<file path="src/rtl/fsm_ring_pkg.sv">
// ---------------------------------------------------------------------------
// fsm_ring_pkg : shared defaults and the ring increment helper for fsm_ring.
// ---------------------------------------------------------------------------
`default_nettype none

package fsm_ring_pkg;

  localparam int DEF_NUM_STATES = 9;
  localparam int DEF_DWELL_W    = 8;
  localparam int DEF_WRAP_W     = 16;

  // Wrapped increment around a ring of n states.
  function automatic int ring_next(input int state, input int n);
    return (state >= n - 1) ? 0 : state + 1;
  endfunction

endpackage

`default_nettype wire

</file>
<file path="src/rtl/fsm_ring_next.sv">
// ---------------------------------------------------------------------------
// fsm_ring_next : combinational step logic for the ring sequencer.
// Per-state compare/AND selects the advance request of the current state,
// then load and enable gate it. A pending timeout forces a step only when no
// natural advance is requested.
// ---------------------------------------------------------------------------
`default_nettype none

module fsm_ring_next
  import fsm_ring_pkg::*;
#(
  parameter  int NUM_STATES = DEF_NUM_STATES,
  localparam int STATE_W    = $clog2(NUM_STATES)
) (
  input  logic [STATE_W-1:0]    state_i,
  input  logic [NUM_STATES-1:0] adv_i,
  input  logic                  en_i,
  input  logic                  tmo_i,
  input  logic                  load_i,
  output logic [STATE_W-1:0]    next_state_o,
  output logic                  advance_o,
  output logic                  forced_o,
  output logic                  wrap_o
);

  localparam logic [STATE_W-1:0] LAST_STATE = STATE_W'(NUM_STATES - 1);

  logic [NUM_STATES-1:0] sel;

  // One select term per state: current-state match AND its advance bit.
  for (genvar k = 0; k < NUM_STATES; k++) begin : g_sel
    assign sel[k] = (state_i == STATE_W'(k)) & adv_i[k];
  end

  // Resolve natural/forced advance, lap flag and the stepped state.
  always_comb begin
    logic go;
    logic natural;
    go           = en_i & ~load_i;
    natural      = |sel;
    advance_o    = go & (natural | tmo_i);
    forced_o     = go & ~natural & tmo_i;
    wrap_o       = advance_o & (state_i == LAST_STATE);
    next_state_o = state_i;
    if (advance_o) begin
      next_state_o = STATE_W'(ring_next(int'(state_i), NUM_STATES));
    end
  end

endmodule

`default_nettype wire

</file>
<file path="src/rtl/fsm_ring.sv">
// ---------------------------------------------------------------------------
// fsm_ring : parametrised ring sequencer with dwell timeout, jump port and
// lap counter. All outputs are registered.
// ---------------------------------------------------------------------------
`default_nettype none

module fsm_ring
  import fsm_ring_pkg::*;
#(
  parameter  int NUM_STATES = DEF_NUM_STATES,
  parameter  int DWELL_W    = DEF_DWELL_W,
  parameter  int WRAP_W     = DEF_WRAP_W,
  localparam int STATE_W    = $clog2(NUM_STATES)
) (
  input  logic                  clock,
  input  logic                  reset,
  input  logic                  en,
  input  logic [NUM_STATES-1:0] adv,
  input  logic                  load,
  input  logic [STATE_W-1:0]    load_state,
  input  logic [DWELL_W-1:0]    dwell_max,
  output logic [STATE_W-1:0]    state,
  output logic [DWELL_W-1:0]    dwell,
  output logic [WRAP_W-1:0]     wrap_cnt,
  output logic                  wrapped,
  output logic                  timeout,
  output logic                  bad_load
);

  // One extra bit so NUM_STATES itself is representable when it is a power of 2.
  localparam logic [STATE_W:0] NUM_STATES_C = (STATE_W + 1)'(NUM_STATES);

  logic [STATE_W-1:0] state_q, state_d;
  logic [DWELL_W-1:0] dwell_q, dwell_d;
  logic [WRAP_W-1:0]  wrap_cnt_q, wrap_cnt_d;
  logic               wrapped_q, wrapped_d;
  logic               timeout_q, timeout_d;
  logic               bad_load_q, bad_load_d;

  logic               tmo_cond;
  logic               load_legal;
  logic [STATE_W-1:0] step_state;
  logic               step_adv;
  logic               step_forced;
  logic               step_wrap;

  assign tmo_cond   = (dwell_max != '0) && (dwell_q == dwell_max - DWELL_W'(1));
  assign load_legal = ({1'b0, load_state} < NUM_STATES_C);

  fsm_ring_next #(
    .NUM_STATES (NUM_STATES)
  ) u_next (
    .state_i      (state_q),
    .adv_i        (adv),
    .en_i         (en),
    .tmo_i        (tmo_cond),
    .load_i       (load),
    .next_state_o (step_state),
    .advance_o    (step_adv),
    .forced_o     (step_forced),
    .wrap_o       (step_wrap)
  );

  // Next-state selection: load first, then enabled step/dwell, else hold.
  always_comb begin
    state_d    = state_q;
    dwell_d    = dwell_q;
    wrap_cnt_d = wrap_cnt_q;
    wrapped_d  = 1'b0;
    timeout_d  = 1'b0;
    bad_load_d = 1'b0;
    if (load) begin
      if (load_legal) begin
        state_d = load_state;
        dwell_d = '0;
      end else begin
        bad_load_d = 1'b1;
      end
    end else if (en) begin
      if (step_adv) begin
        state_d   = step_state;
        dwell_d   = '0;
        timeout_d = step_forced;
        wrapped_d = step_wrap;
        if (step_wrap) begin
          wrap_cnt_d = wrap_cnt_q + WRAP_W'(1);
        end
      end else if (dwell_q != '1) begin
        dwell_d = dwell_q + DWELL_W'(1);
      end
    end
  end

  // State, counters and event pulses; asynchronous clear.
  always_ff @(posedge clock or negedge reset) begin
    if (!reset) begin
      state_q    <= '0;
      dwell_q    <= '0;
      wrap_cnt_q <= '0;
      wrapped_q  <= 1'b0;
      timeout_q  <= 1'b0;
      bad_load_q <= 1'b0;
    end else begin
      state_q    <= state_d;
      dwell_q    <= dwell_d;
      wrap_cnt_q <= wrap_cnt_d;
      wrapped_q  <= wrapped_d;
      timeout_q  <= timeout_d;
      bad_load_q <= bad_load_d;
    end
  end

  assign state    = state_q;
  assign dwell    = dwell_q;
  assign wrap_cnt = wrap_cnt_q;
  assign wrapped  = wrapped_q;
  assign timeout  = timeout_q;
  assign bad_load = bad_load_q;

endmodule

`default_nettype wire

</file>
<file path="config.mk">
export PLATFORM = sky130hd
export DESIGN_NAME = fsm_ring
export DESIGN_NICKNAME = d
export VERILOG_FILES = /design/src/rtl/fsm_ring_pkg.sv /design/src/rtl/fsm_ring_next.sv /design/src/rtl/fsm_ring.sv
export SDC_FILE = /design/constraint.sdc
export NUM_CORES = 1
export LEC_CHECK = 0
export CAP_MARGIN = 20
export CORE_MARGIN = 4
export CORE_UTILIZATION = 35
export CTS_BUF_LIST = sky130_fd_sc_hd__clkbuf_4
export DETAILED_ROUTE_END_ITERATION = 7
export GPL_TIMING_DRIVEN = 0
export RECOVER_POWER = 50
export SYNTH_ARGS = -nofsm -noshare
export SYNTH_HDL_FRONTEND = slang
export SYNTH_HIERARCHICAL = 1
export SYNTH_SLANG_ARGS = --single-unit
</file>
<file path="constraint.sdc">
create_clock -name clock -period 3.9 [get_ports clock]
set_input_delay 0.39 -clock clock [delete_from_list [all_inputs] [get_ports clock]]
set_output_delay 0.39 -clock clock [all_outputs]
set_load 0.02 [all_outputs]
</file>
==> flow_summary.yaml, run 1 <==
placement:
  gp_congestion: 0.748
  dpl_worst_slack_ps: -685
  place_area_um2: 2540
  port_buffers: 55
  place_inst: 332
  dp_hpwl_um: 3380
die:
  core_um2: 5200
  num_io_pins: 56
  die_h_um: 81.8
  dieArea_um2: 6700
  num_rows: 26
  fp.dieW_um: 81.8
  start_util_pct: 36.7
detailed_routing:
  vias: 1695
  detail_route.vias_per_cell: 4.90
  wl_per_cell_um: 13.1
  drcViolationCount: 0
  drt-initial-drc-count: 54
  drt-pass1-iter-count: 4
  ant_nets: 0
  wirelength_um: 4550
grt:
  antenna_found_initial: 0
  grt-ovfl-total: 0
  grt_util_all_layers_pct: 14.7
  grt_pass1_vias: 1668
  grt_max_degree: 32
  grt_pass1_wl_um: 7610
yosys:
  synth_top_area_share_pct: 40.7
  synth_most_common_cell: "dfrtp_1"
  ys.flop_type: "dfrtp_1"
  async_reset_ff_share_pct: 100
  synth_edf_count: 0
  yosys.area_share.simple_pct: 24.1
  synth_top_family_by_area: "simple AND/OR/NAND/NOR gates"
  synth-xor-area-share_pct: 12.9
  ys_warn_count: 6
  synth_area_per_cell_um2: 9.22
  muxShareOfSynthArea_pct: 2.62
  synth_fa_ha_area_share_pct: 4.59
  yosys.area.top_type: "dfrtp_1"
  ys_ff_latch: 31
  synth_seq_area_share_pct: 40.7
  synth_nets: 239
  synth_commonest_cells: "dfrtp_1, nor2_1, xnor2_1"
  synth_compound_gate_area_share_pct: 11.0
  ys_types: 45
  syn_inst: 207
  syn_area_um2: 1910
  ys_top_cells_by_area: "dfrtp_1, xnor2_1, ha_1"
hold_path:
  hold_class: "flop to flop"
cts:
  clk_pin_slew_worst_paths_ps: 100
  clock_latency_ps: 320
  cts_inserted_buffers: 5
  cts_sinks: 31
  root_buffer: "clkbuf_4"
  htree_levels: 2
  clk_path_buf_depth: 2
  ctsHoldBuffers: 0
  tritoncts: "yes"
setup_path:
  crit_path_start_kind: "input pin"
  worstPathArrival_ps: 3900
  end_kind: "flop"
  path_class: "input pin to flop"
  cp.required_ps: 4110
  path_max_fanout: 9
outcome:
  violations: "max-capacitance violations, max-slew violations"
  outcome: "finished with violations"
finish:
  drive_gt1_share_pct: 10.1
  final_cell_count_no_fill: 346
  antennaDiodeCount: 0
  finish.utilization_pct: 51.1
  fill_cells: 520
  design_area_um2: 2660
  nets: 308
  syn_to_final_growth_pct: 39.3
timing:
  whs_ps: 461
  relSlewSlack_pct: -12.0
  setup_violations: 0
  worst_pin_slew_ps: 1680
  layout_setup_ws_ps: 210
  skew_ps: 3.74
  tns_ps: 0
  period_share_pct: 94.6
  fmax_ghz: 0.271
  period_needed_ps: 3690
  slew_violations: 32
  hold_viol_final: 0
job:
  cap_violations: 1
pwr:
  total_power_mw: 0.808
  leakagePower_nw: 1.21
  peakVddDrop_v: 0.000205
  p_per_area_nw_per_um2: 304
## cell type report
cell class / instances / area [µm²] / area share, %
multi-input cells: 157 / 1070 / 40.3
flip-flops and latches: 31 / 776 / 29.2
repair buffers: 62 / 597 / 22.5
well taps: 70 / 87.6 / 3.30
inverters: 14 / 52.6 / 1.98
clock buffers: 5 / 37.5 / 1.41
plain buffers: 5 / 26.3 / 0.989
clock inverters: 2 / 8.76 / 0.330
## critical path, stage by stage
cell             delay, ps
clkdlybuf4s50_1        440
xnor2_1                160
nor2b_1                140
o211a_1                200
or4_4                  540
a2111oi_4              330
a311o_1                190
and2_4                 140
buf_6                  120
and4_1                 210
nand4b_1               170
inv_2                  160
and2_4                 170
nand4_1                210
buf_4                  220
xnor2_1                110
## registers in the layout, indices dropped and copies added, names as in the netlist
signal,cells
state,4
dwell,8
wrap_cnt,16
wrapped,1
timeout,1
bad_load,1
## layer usage
layer / routed length [µm] / vias to the layer above / track usage (%) / part of all wire, %
met1: 2130 / 778 / 19.3 / 47
met3: 250 / 4 / 3.62 / 5.5
li1: - / 864 / - / -
met2: 2130 / 49 / 23.4 / 47
met5: 0 / - / 0 / 0
met4: 40 / 0 / 5.15 / 0.88
## cells in the final DEF (no fill, tap or decap), drive strengths merged, types with 3 or more instances in the layout
| cell | count |
|---|---|
| buf | 8 |
| nand4 | 6 |
| nand2 | 17 |
| xnor2 | 19 |
| dlymetal6s2s | 4 |
| nand3 | 11 |
| dfrtp | 31 |
| nor4 | 4 |
| nor3 | 9 |
| ha | 7 |
| inv | 14 |
| clkdlybuf4s50 | 34 |
| o21ai | 9 |
| dlygate4sd3 | 14 |
| nor2 | 23 |
| a21oi | 10 |
| xor2 | 9 |
| mux2i | 5 |
| and2 | 3 |
| clkbuf | 12 |
## final timing paths
check                      depth (start not counted)  slack, ps    startpoint            to
max                                               16        210  dwell_max[7]   wrap_cnt[9]
min in group asynchronous                          1        490         reset  wrap_cnt[12]
min                                                1        460  wrap_cnt[15]  wrap_cnt[15]
min reg2reg                                        1        460  wrap_cnt[15]  wrap_cnt[15]
max in group asynchronous                          1       2440         reset   wrap_cnt[0]
max reg2reg                                       15        270      dwell[7]   wrap_cnt[9]
## power by group
part	internal, mW	switching (mW)
clock network	0.0638	0.109
logic	0.127	0.141
registers	0.340	0.0281
## cell families (layout without fill, tap and decap cells)
family / Yosys count / after routing
AOI/OAI and AO/OA: 30 / 30
xor gates and xnor gates: 28 / 28
adders and majority gates: 7 / 7
buffers and inverters: 19 / 88
DFF: 31 / 31
muxes: 5 / 5
and+or+nand+nor: 87 / 87
## repair_timing
action                                  in CTS  in global routing
buffers inserted                             4                  3
pin swaps                                    4                  7
endpoints found under the setup margin       7                  8
resized for setup                            4                 11
(Power assumes the default switching activity.)
==> run 2, diff against run 1 <==
--- a/config.mk
+++ b/config.mk
@@ -6,12 +6,10 @@
 export NUM_CORES = 1
 export LEC_CHECK = 0
 export CAP_MARGIN = 20
-export CORE_MARGIN = 4
 export CORE_UTILIZATION = 35
 export CTS_BUF_LIST = sky130_fd_sc_hd__clkbuf_4
 export DETAILED_ROUTE_END_ITERATION = 7
 export GPL_TIMING_DRIVEN = 0
-export RECOVER_POWER = 50
 export SYNTH_ARGS = -nofsm -noshare
 export SYNTH_HDL_FRONTEND = slang
 export SYNTH_HIERARCHICAL = 1
==> run 2 against run 1 <==
Against the previous run: the run now ends clean; clock power rose by 42%; final cell count stayed put; register-to-register slack better by 20 ps; critical path type unchanged; largest power group unchanged.
==> flow_summary.yaml, run 2 (same netlist as run 1, synthesis figures left out) <==
grt:
  antenna_found_initial: 0
  grt_max_degree: 32
  grt_util_all_layers_pct: 16.1
  grt_pass1_vias: 1570
  grt_pass1_wl_um: 6960
  grt-ovfl-total: 0
placement:
  dpl_worst_slack_ps: -676
  gp_congestion: 0.744
  place_area_um2: 2540
  place_inst: 332
  dp_hpwl_um: 3190
  port_buffers: 55
cts:
  cts_sinks: 31
  root_buffer: "clkbuf_4"
  clk_pin_slew_worst_paths_ps: 100
  clock_latency_ps: 330
  ctsHoldBuffers: 0
  cts_inserted_buffers: 5
  clk_path_buf_depth: 2
  tritoncts: "yes"
  htree_levels: 2
timing:
  layout_setup_ws_ps: 132
  setup_violations: 0
  fmax_ghz: 0.265
  worst_pin_slew_ps: 688
  period_share_pct: 96.6
  period_needed_ps: 3770
  tns_ps: 0
  slew_violations: 0
  relSlewSlack_pct: 54.1
  hold_viol_final: 0
  skew_ps: 7.87
  whs_ps: 88.2
  rsz0062_at_grt: "no"
detailed_routing:
  drt-initial-drc-count: 112
  wirelength_um: 4340
  ant_nets: 0
  detail_route.vias_per_cell: 5.01
  drcViolationCount: 0
  vias: 1732
  wl_per_cell_um: 12.5
  drt-pass1-iter-count: 5
die:
  fp.dieW_um: 75.8
  num_io_pins: 56
  num_rows: 26
  die_h_um: 75.8
  core_um2: 5170
  dieArea_um2: 5750
  start_util_pct: 36.9
finish:
  largest_register_ffs: 16
  final_common_cell: "clkdlybuf4s50_1"
  regArea_um2: 776
  drive_gt1_share_pct: 10.1
  antennaDiodeCount: 0
  syn_to_final_growth_pct: 41.0
  design_area_um2: 2690
  final_cell_mix: "clkdlybuf4s50_1, dfrtp_1, nor2_1, xnor2_1, nand2_1"
  final_cell_count_no_fill: 346
  nets: 307
  fill_cells: 508
  multi_input_area_um2: 1070
  finish.utilization_pct: 52.0
pwr:
  p_per_area_nw_per_um2: 328
  leakagePower_nw: 1.19
  total_power_mw: 0.884
  peakVddDrop_v: 0.000328
setup_path:
  crit_top_cell: "and2_4"
  cp.required_ps: 4120
  crit_chain: "clkdlybuf4s50_1, nor4_4, nand2_2, o211a_1, or4_4, a2111oi_4, a311o_1, and2_4, buf_6, and4_1, nand4b_1, inv_2, and2_4, nand4_1, buf_4, xnor2_1"
  end_kind: "flop"
  path_class: "input pin to flop"
  path_max_fanout: 9
  cp_top_family: "simple AND/OR/NAND/NOR gates"
  cpPeakStageDelay_ps: 540
  cp_num_buf_inv: 4
  critical-path-slowest-cell: "or4_4"
  worstPathArrival_ps: 3990
  crit_path_start_kind: "input pin"
outcome:
  outcome: "finished, final reports clean"
hold_path:
  hold_class: "input pin to asynchronous set/reset pin"
job:
  cap_violations: 0
[run 2: cell types whose count changed in the layout (fill, tap and decap cells not counted), sizes merged]
cell	before	now
dlygate4sd3	14	0
clkdlybuf4s50	34	49
buf	8	9
dlygate4sd2	0	1
bufinv	0	1
clkbuf	12	8
[run 2: power by group]
group	internal, mW	leakage, nW	switching [mW]
clock	0.132	0.0426	0.113
combinational	0.128	0.749	0.143
sequential	0.340	0.402	0.0280
total	0.600	1.19	0.284
[run 2: metal layers]
metal,vias to the layer above,global-route usage (%),wire length [µm]
met5,-,0,0
met4,0,3.91,40
met3,4,4.37,212
met2,41,26.3,2100
met1,820,21.1,1990
li1,867,-,-
[run 2: layout make-up]
cell class	instances	share of cell area (%)
sequential	31	28.8
tap	70	3.25
buffer	5	1.02
timing repair buffer	61	22.3
clock inverter	3	1.44
multi-input combinational	157	39.8
inverter	14	1.95
clock buffer	5	1.39
[run 2: what timing repair did]
| action | 4_1_cts | 5_1_grt |
|---|---|---|
| gates resized for setup | 3 | 7 |
| buffers inserted | 3 | 3 |
| endpoints found under the setup margin | 7 | 7 |
| pin swaps | 5 | 5 |
[run 2: worst paths after layout]
check	from	to	slack, ps	cells after the start
setup / recovery	dwell_max[4]	wrap_cnt[9]	130	16
hold / removal	reset	wrap_cnt[15]	90	1
setup reg to reg	dwell[7]	wrap_cnt[9]	290	15
hold reg to reg	wrap_cnt[15]	wrap_cnt[15]	480	1
max in group asynchronous	reset	dwell[6]	3360	1
min in group clock	wrap_cnt[15]	wrap_cnt[15]	480	1
[run 2: worst reg2reg max path: cells and delay by family (launching register included)]
kind	cells	cell delay [ps]
simple gates	7	1540
compound gates	3	750
buf+inv	3	480
flops	1	440
xor+xnor	2	280
==> run 3, diff against run 2 <==
--- a/config.mk
+++ b/config.mk
@@ -12,5 +12,4 @@
 export GPL_TIMING_DRIVEN = 0
 export SYNTH_ARGS = -nofsm -noshare
 export SYNTH_HDL_FRONTEND = slang
-export SYNTH_HIERARCHICAL = 1
 export SYNTH_SLANG_ARGS = --single-unit
==> run 3 against run 2 <==
Against the previous run: synthesized area rose by 5.2%; register-to-register slack gained 1100 ps; highest routed layer unchanged; setup slack improved by 990 ps; sequential power rose by 15%; critical path type unchanged; total power is 21% higher; first-iteration DRC count shrank 32%; routed wire length increased by 3.8%; core utilization shrank 3.4 points; via count fell by 3.9%; synthesized cell count shrank 8.2%; critical endpoint is now wrap_cnt[15].
==> flow_summary.yaml, run 3 <==
timing:
  period_needed_ps: 2780
  tns_ps: 0
  rsz0062_at_grt: "no"
  relSlewSlack_pct: 54.3
  hold_viol_final: 0
  fmax_ghz: 0.360
  skew_ps: 9.43
  worst_pin_slew_ps: 686
  setup_violations: 0
  slew_violations: 0
  period_share_pct: 71.2
  whs_ps: 91.9
finish:
  nets: 284
  final_cell_mix: "clkdlybuf4s50_1, dfrtp_1, xnor2_1, nand4_1, nand2_1"
  drive_gt1_share_pct: 11.6
  antennaDiodeCount: 0
  syn_to_final_growth_pct: 33.5
  final_cell_count_no_fill: 323
  final_common_cell: "clkdlybuf4s50_1"
  largest_register_ffs: 16
yosys:
  yosys.area_share.simple_pct: 24.4
  muxShareOfSynthArea_pct: 1.06
  synth_nets: 223
  synth_seq_area_share_pct: 38.7
  synth_fa_ha_area_share_pct: 4.99
  yosys.area.top_type: "dfrtp_1"
  synth_edf_count: 0
  syn_area_um2: 2010
  async_reset_ff_share_pct: 100
  ys_ff_latch: 31
  syn_inst: 190
  synth-xor-area-share_pct: 12.2
  ys_top_cells_by_area: "dfrtp_1, xnor2_1, ha_1"
  synth_commonest_cells: "dfrtp_1, xnor2_1, nand4_1"
  synth_most_common_cell: "dfrtp_1"
  synth_top_area_share_pct: 38.7
  ys.flop_type: "dfrtp_1"
  synth_area_per_cell_um2: 10.6
  synth_compound_gate_area_share_pct: 15.3
  ys_types: 58
  synth_top_family_by_area: "simple AND/OR/NAND/NOR gates"
  ys_warn_count: 0
setup_path:
  path_class: "input pin to flop"
  cp.required_ps: 4110
  reg2reg_depth: 8
  r2r-end: "wrap_cnt[15]"
  reg2reg_slack_ps: 1410
  reg2reg_from: "dwell[5]"
  end_kind: "flop"
  crit_path_start_kind: "input pin"
  cp-startpoint: "dwell_max[0]"
  path_max_fanout: 10
  worstPathArrival_ps: 2990
grt:
  antenna_found_initial: 0
  grt_pass1_vias: 1611
  grt_pass1_wl_um: 7530
  grt_util_all_layers_pct: 15.7
  grtUsageMet2_pct: 26.4
  use_met3_pct: 4.24
  grt-ovfl-total: 0
  grt_max_degree: 32
  grt_busiest_layer: "met2"
  use_met1_pct: 19.4
cts:
  tritoncts: "yes"
  clock_latency_ps: 330
  clk_path_buf_depth: 2
  ctsHoldBuffers: 0
  clk_pin_slew_worst_paths_ps: 100
  cts_inserted_buffers: 5
  cts_resized: 0
  htree_levels: 2
  postCtsSetupBuffers: 0
  cts_sinks: 31
  root_buffer: "clkbuf_4"
pwr:
  peakVddDrop_v: 0.000211
  power_switching_mw: 0.419
  swShare_pct: 39.1
  pwr-share-comb_pct: 44.4
  p_per_area_nw_per_um2: 400
  clockPowerShare_pct: 16.2
  leakagePower_nw: 1.15
  p_int_mw: 0.653
  share_seq_of_total_power_pct: 39.4
detailed_routing:
  ant_nets: 0
  wl_per_cell_um: 13.9
  vias: 1664
  wirelength_um: 4500
  detail_route.vias_per_cell: 5.15
  drcViolationCount: 0
  drt-initial-drc-count: 76
  drt-pass1-iter-count: 4
die:
  fp.dieW_um: 77.7
  num_rows: 27
  start_util_pct: 36.4
  core_um2: 5510
  die_h_um: 77.7
  num_io_pins: 56
  dieArea_um2: 6040
placement:
  place_inst: 316
  dp_hpwl_um: 3410
  port_buffers: 54
  gp_congestion: 0.774
hold_path:
  hold_class: "input pin to asynchronous set/reset pin"
outcome:
  outcome: "finished, final reports clean"
job:
  cap_violations: 0
[run 3: cells by family (layout without fill, tap and decap cells)]
group	Yosys count	in the layout
buffers and inverters	14	75
adders and majority gates	8	8
and+or+nand+nor	72	72
xor gates and xnor gates	27	27
AOI/OAI and AO/OA	36	36
DFF	31	31
muxes	2	2
[run 3: final cells by class]
type	instances	area [µm²]
fillers	521	2830
multi-input cells	145	1160
repair buffers	54	536
inverters	10	37.5
clock inverters	2	8.76
flip-flops and latches	31	776
plain buffers	4	31.3
well taps	72	90.1
clock buffers	5	37.5
[run 3: critical path, cell delays in order]
cell and delay (ps):
clkdlybuf4s50_1 550, inv_1 80, ha_1 200, nor3b_1 140, o21a_1 170, o21ai_1 300, a41oi_4 200, nor4_4 460
buf_6 250, nand4_4 110, xnor2_2 140
[run 3: how the worst max path moves through the flow]
stage,slack [ps],end
floorplan,1670,dwell[3]
global placement,820,wrap_cnt[15]
detailed placement,820,wrap_cnt[15]
CTS,1160,wrap_cnt[15]
global route,980,wrap_cnt[15]
finish,1120,wrap_cnt[15]
[run 3: per-layer routing]
metal,up-vias,share of wire [%]
met4,0,1.4
li1,828,-
met5,-,0
met2,53,47
met1,775,47
met3,8,5.0
[run 3: metrics by stage]
step	setup slack [ps]	utilization (%)	total power, mW	instance area [µm²]
after floorplan	1670	-	0.730	2010
after global placement	822	47.9	0.907	2640
after detailed placement	818	47.8	0.908	2630
after CTS	1160	48.6	1.09	2680
after global routing	979	48.6	1.15	2680
final	1120	48.6	1.07	2680
[run 3: power by group through the flow]
stage / registers (mW) / clock network [mW] / logic (mW)
detailed placement: 0.428 / 0 / 0.481
global placement: 0.427 / 0 / 0.479
finish: 0.422 / 0.173 / 0.476
floorplan: 0.470 / 0 / 0.261
global route: 0.431 / 0.195 / 0.524
CTS: 0.422 / 0.183 / 0.481
